[src/rtl/spi_flash_responder.sv]
// SPI mode-0 flash responder serving READ (0x03) from a byte memory.
// Pins are oversampled in the clk domain; clk must run >= 8x flash_clk.
module spi_flash_responder #(
  parameter int          ADDR_WIDTH = 12,
  parameter logic [7:0]  CMD_READ   = 8'h03
) (
  input  logic                  clk,
  input  logic                  rst,
  input  logic                  flash_clk,
  input  logic                  flash_cs,
  input  logic                  flash_mosi,
  output logic                  flash_miso,
  output logic                  mem_rd,
  output logic [ADDR_WIDTH-1:0] mem_addr,
  input  logic [7:0]            mem_data,
  output logic                  busy,
  output logic                  cmd_err
);

  typedef enum logic [2:0] {
    S_IDLE,
    S_CMD,
    S_ADDR,
    S_DATA,
    S_IGNORE
  } state_t;

  logic [1:0] sclk_s_q;
  logic       sclk_prev_q;
  logic [1:0] cs_s_q;
  logic [1:0] mosi_s_q;

  state_t                state_q, state_d;
  logic [4:0]            cnt_q, cnt_d;
  logic [22:0]           sh_q, sh_d;
  logic [7:0]            tx_q, tx_d;
  logic                  miso_q, miso_d;
  logic                  rd_q, rd_d;
  logic                  rd_dly_q;
  logic [ADDR_WIDTH-1:0] addr_q, addr_d;
  logic                  busy_q, busy_d;
  logic                  err_q, err_d;
  logic                  armed_q, armed_d;

  logic cs_hi;
  logic rise;
  logic fall;
  logic mosi;

  assign cs_hi = cs_s_q[1];
  assign mosi  = mosi_s_q[1];
  assign rise  = sclk_s_q[1] & ~sclk_prev_q & ~cs_hi;
  assign fall  = ~sclk_s_q[1] & sclk_prev_q & ~cs_hi;

  // cs sync resets low so a cs held low through reset is not taken as a new frame
  always_ff @(posedge clk) begin
    if (rst) begin
      sclk_s_q    <= 2'b00;
      sclk_prev_q <= 1'b0;
      cs_s_q      <= 2'b00;
      mosi_s_q    <= 2'b00;
    end else begin
      sclk_s_q    <= {sclk_s_q[0], flash_clk};
      sclk_prev_q <= sclk_s_q[1];
      cs_s_q      <= {cs_s_q[0], flash_cs};
      mosi_s_q    <= {mosi_s_q[0], flash_mosi};
    end
  end

  always_ff @(posedge clk) begin
    if (rst) begin
      state_q  <= S_IDLE;
      cnt_q    <= '0;
      sh_q     <= '0;
      tx_q     <= '0;
      miso_q   <= 1'b1;
      rd_q     <= 1'b0;
      rd_dly_q <= 1'b0;
      addr_q   <= '0;
      busy_q   <= 1'b0;
      err_q    <= 1'b0;
      armed_q  <= 1'b0;
    end else begin
      state_q  <= state_d;
      cnt_q    <= cnt_d;
      sh_q     <= sh_d;
      tx_q     <= tx_d;
      miso_q   <= miso_d;
      rd_q     <= rd_d;
      rd_dly_q <= rd_q;
      addr_q   <= addr_d;
      busy_q   <= busy_d;
      err_q    <= err_d;
      armed_q  <= armed_d;
    end
  end

  always_comb begin
    state_d = state_q;
    cnt_d   = cnt_q;
    sh_d    = sh_q;
    tx_d    = tx_q;
    miso_d  = miso_q;
    rd_d    = 1'b0;
    addr_d  = addr_q;
    busy_d  = busy_q;
    err_d   = 1'b0;
    armed_d = armed_q;

    // memory answers one cycle after the strobe
    if (rd_dly_q) begin
      tx_d = mem_data;
    end

    unique case (state_q)
      S_IDLE: begin
        miso_d = 1'b1;
        cnt_d  = '0;
        if (cs_hi) begin
          armed_d = 1'b1;
        end else if (armed_q) begin
          state_d = S_CMD;
          busy_d  = 1'b1;
        end
      end
      S_CMD: begin
        if (rise) begin
          sh_d  = {sh_q[21:0], mosi};
          cnt_d = cnt_q + 5'd1;
          if (cnt_q == 5'd7) begin
            cnt_d = '0;
            if ({sh_q[6:0], mosi} == CMD_READ) begin
              state_d = S_ADDR;
            end else begin
              err_d   = 1'b1;
              state_d = S_IGNORE;
            end
          end
        end
      end
      S_ADDR: begin
        if (rise) begin
          sh_d  = {sh_q[21:0], mosi};
          cnt_d = cnt_q + 5'd1;
          if (cnt_q == 5'd23) begin
            cnt_d   = '0;
            addr_d  = ADDR_WIDTH'({sh_q, mosi});
            rd_d    = 1'b1;
            state_d = S_DATA;
          end
        end
      end
      S_DATA: begin
        if (fall) begin
          miso_d = tx_q[7];
          tx_d   = {tx_q[6:0], 1'b0};
          cnt_d  = cnt_q + 5'd1;
          if (cnt_q == 5'd7) begin
            cnt_d  = '0;
            addr_d = addr_q + 1'b1;
            rd_d   = 1'b1;
          end
        end
      end
      S_IGNORE: begin
        miso_d = 1'b1;
      end
      default: begin
        state_d = S_IDLE;
      end
    endcase

    if (cs_hi && state_q != S_IDLE) begin
      state_d = S_IDLE;
      miso_d  = 1'b1;
      busy_d  = 1'b0;
      cnt_d   = '0;
    end
  end

  assign flash_miso = miso_q;
  assign mem_rd     = rd_q;
  assign mem_addr   = addr_q;
  assign busy       = busy_q;
  assign cmd_err    = err_q;

endmodule

[config.mk]
export PLATFORM = sky130hd
export DESIGN_NAME = spi_flash_responder
export DESIGN_NICKNAME = d
export VERILOG_FILES = /design/src/rtl/spi_flash_responder.sv
export SDC_FILE = /design/constraint.sdc
export NUM_CORES = 1
export LEC_CHECK = 0
export ABC_AREA = 1
export ABC_CLOCK_PERIOD_IN_PS = 3800
export BUFFER_PORTS_ARGS = -buffer_cell sky130_fd_sc_hd__buf_4
export CORE_UTILIZATION = 40
export CTS_CLUSTER_SIZE = 28
export DETAILED_ROUTE_END_ITERATION = 7
export GPL_TIMING_DRIVEN = 1
export SYNTH_ARGS = -nofsm -noshare
export SYNTH_HDL_FRONTEND = slang
export SYNTH_SLANG_ARGS = --single-unit
[constraint.sdc]
create_clock -name clk -period 3.8 [get_ports clk]
set_input_delay 0.57 -clock clk [delete_from_list [all_inputs] [get_ports clk]]
set_output_delay 0.57 -clock clk [all_outputs]
set_load 0.005 [all_outputs]
==> summary.md <==
| Metric | Value |
|---|---|
| Outcome | completed |
| Wire length of the first global-routing pass | between 8000 and 9000 um |
| Overall overflow remaining after global route | 0 |
| Class of the worst hold path | reg -> reg |
| Clock tree from TritonCTS | done |
| Portion of the post-synthesis area used by sequential elements | 0.406 |
| Final ANT Viol Nets | 0 |
| Routability Congestion | 0.852 |
| Horizontal extent of the die | 82.1 um |
| Die Height | 82.1 um |
| Vias post-DR | 2272 |
| N_diodes | 0 |
| Global Route met2 Usage | 0.280 |
| Row count | 28 |
| Antenna violations before repair | 0 |
| Post-detailed-route DRC marker count | 0 |
| Number of port buffers | 28 |
| Initial cell density of the core | 0.423 |
| Data required time at the worst endpoint | 4.03 ns |
| Layout overhead on the synthesized area | 12.3% |
| Clk Latency, worst-skew pair | 0.30 ns |
| Global-route usage over all layers | 0.171 |
| Setup CP Type | reg -> reg |
| Max cap viols | 0 |
| Core Box Area | 6060 sq um |
| Initial DRC Count | 85 |
| Total count of max-transition violations in the final report | 0 |
| Total nets after synthesis | 379 |
| Total power | 0.00138 W |
| Hold-fix buffers at CTS | 0 |
| Cells resized by post-CTS repair | 0 |
| Post-synthesis cell area | 2570 sq um |
| FILL cells | 629 |
| Yosys warnings | 0 |
| Die Area | 6740 sq um |
| DP HPWL | 3990 um |
| Mean routed wirelength per cell | approximately 12 um |
| Instance count after placement with tap cells included | 458 |
| Synthesized instance count | around 360 |
| Clock transition at path regs | 0.09 ns |
| Highest clock rate | 597 MHz |
| Global-route met1 utilization | 0.226 |
| Areal power density over the cells | 479 nW/um^2 |
| Netlist cell types | 35 |
| Routed vias/inst | around 4.9 |
| Final worst slack | between 2 and 2.5 ns |
| Net count reported at finish | 405 |
| Total clock sinks | 52 |
| Drt pass-1 iters | 6 |
| Fin cells | roughly 460 |
| Setup fix buffers added after clock tree synthesis | 0 |
| Number of endpoints with negative hold slack in the final report | 0 |
| Worst-case headroom to the max-slew limit | 0.542 |
| Async S/R FF share, synth | 0 |
| I/O pin cnt | 29 |
| Average cell area after synthesis | around 7.1 sq um |
| Ys flop type | dfxtp_1 |
| Total CTS buffers | 5 |
| RSZ-0062 raised after global routing | false |
| Hold_ws | a little over 0.4 ns |
| Most common library cell in the layout ignoring fill and taps | nand2_1 |
| CP max FO | 6 |
| GR met3 Demand/Resource | 0.0330 |
| Final wirelength | 5380 um |
| Maximum number of pins on one net before global-route repair | 28 |
| Gr busiest metal | met2 |
| Number of flops mapped to enable cells by yosys | 0 |
| Final critical-path required period | ~1.7 ns |
| Layout cells sized above 1 | 0.173 |
| Number of levels in the clock H-tree | 2 |
| Highest-count cells in the layout ignoring fill and taps | 70 x nand2_1, 54 x nor2_1, 52 x dfxtp_1, 38 x a21oi_1, 34 x inv_1 |
| Slew @ Worst Pin | 0.687 ns |
| Final setup fails | 0 |
| Share of the clock period used by the worst path after layout | 0.440 |
| DP Worst Slack | 2.09 ns |
| Sort of element at the end of the critical path | register |
| Worst setup SP type | register |
| Clock Skew | 0.00896 ns |
| Number of buffers on the longest clock path | 2 |
| Arrival time of data at the critical path endpoint | 1.90 ns |
| Number of global-route vias before repair | between 2000 and 2500 |
| Clock root cell | clkbuf_8 |
| Leakage dissipation | 1.19 nW |
| Total Negative Setup Slacks | 0 ns |
| Worst VDD drop | approximately 0.43 mV |
| FF+latch count, synth | 52 |
routing by layer:
metal	wire length, um	up-vias
met5	0	-
met4	41	0
met3	199	4
met2	2480	35
met1	2660	1006
li1	-	1227
cells by family after synthesis:
| family | count (synthesis) | share of synthesized area |
|---|---|---|
| buffers and inverters | 52 | 0.0863 |
| flip-flops | 52 | 0.406 |
| AND/OR/NAND/NOR | 176 | 0.322 |
| XOR/XNOR | 2 | 0.00683 |
| adder cells (fa/ha/maj) | 2 | 0.00975 |
| multiplexers | 2 | 0.00829 |
| AO/OA/AOI/OAI | 78 | 0.161 |
critical path: stages, from the launching register on:
cell and delay, ns:
dfxtp_1 0.45, ha_1 0.25, nand3_1 0.15, nor2_1 0.29, nand3b_1 0.11, nand3_1 0.12
nand3_1 0.08, a21oi_1 0.14
cell usage after synthesis (3+ instances only):
cell	instances	area, sq um
nor2_4	3	33.8
a21oi_1	38	190
nor2_2	3	18.8
o21ai_1	7	35.0
nor2_1	54	203
nand3_1	18	90.1
dfxtp_1	52	1040
o21ai_0	27	135
nand3b_1	5	37.5
inv_1	34	128
clkbuf_1	4	15.0
nor3_1	3	15.0
nand4_1	3	18.8
nand2_1	70	263
inv_2	7	26.3
nand2_2	9	56.3
nand2_4	3	33.8
registers in the layout, indices dropped and copies added, names as in the netlist, 2 cells and up:
| register | count |
|---|---|
| cs_s_q | 2 |
| mosi_s_q | 2 |
| sh_q | 11 |
| tx_q | 8 |
| sclk_s_q | 2 |
| cnt_q | 5 |
| state_q | 3 |
| mem_addr | 12 |
final cells by class:
class,count,area (sq um),share of cell area
multi-input combinational,260,1300,0.452
inverter,43,164,0.0569
timing repair buffer,28,210,0.0729
clock buffer,5,68.8,0.0239
sequential,52,1040,0.361
tap,75,93.8,0.0326
power breakdown:
group | total [W] | internal (W) | leakage (nW) | switching (W)
Sequential | 0.000627 | 0.000583 | 0.421 | 0.0000435
Clock | 0.000285 | 0.000119 | 0.0359 | 0.000165
Combinational | 0.000468 | 0.000154 | 0.735 | 0.000314
path summary, 6_finish.rpt:
kind | start | end | slack (ns) | cells past startpoint
worst max-delay path | mem_addr[0] | mem_addr[8] | 2.13 | 7
worst min-delay path | cs_s_q[0] | cs_s_q[1] | 0.40 | 2
worst max register to register | mem_addr[0] | mem_addr[8] | 2.13 | 7
worst min register to register | cs_s_q[0] | cs_s_q[1] | 0.40 | 2
metrics by stage:
stage                     utilization  cell area [sq um]
after global routing            0.475               2880
after floorplan                     -               2570
final                           0.475               2880
after CTS                       0.475               2880
after detailed placement        0.464               2810
after global placement          0.464               2810
Power figures use the tool's default switching activity.
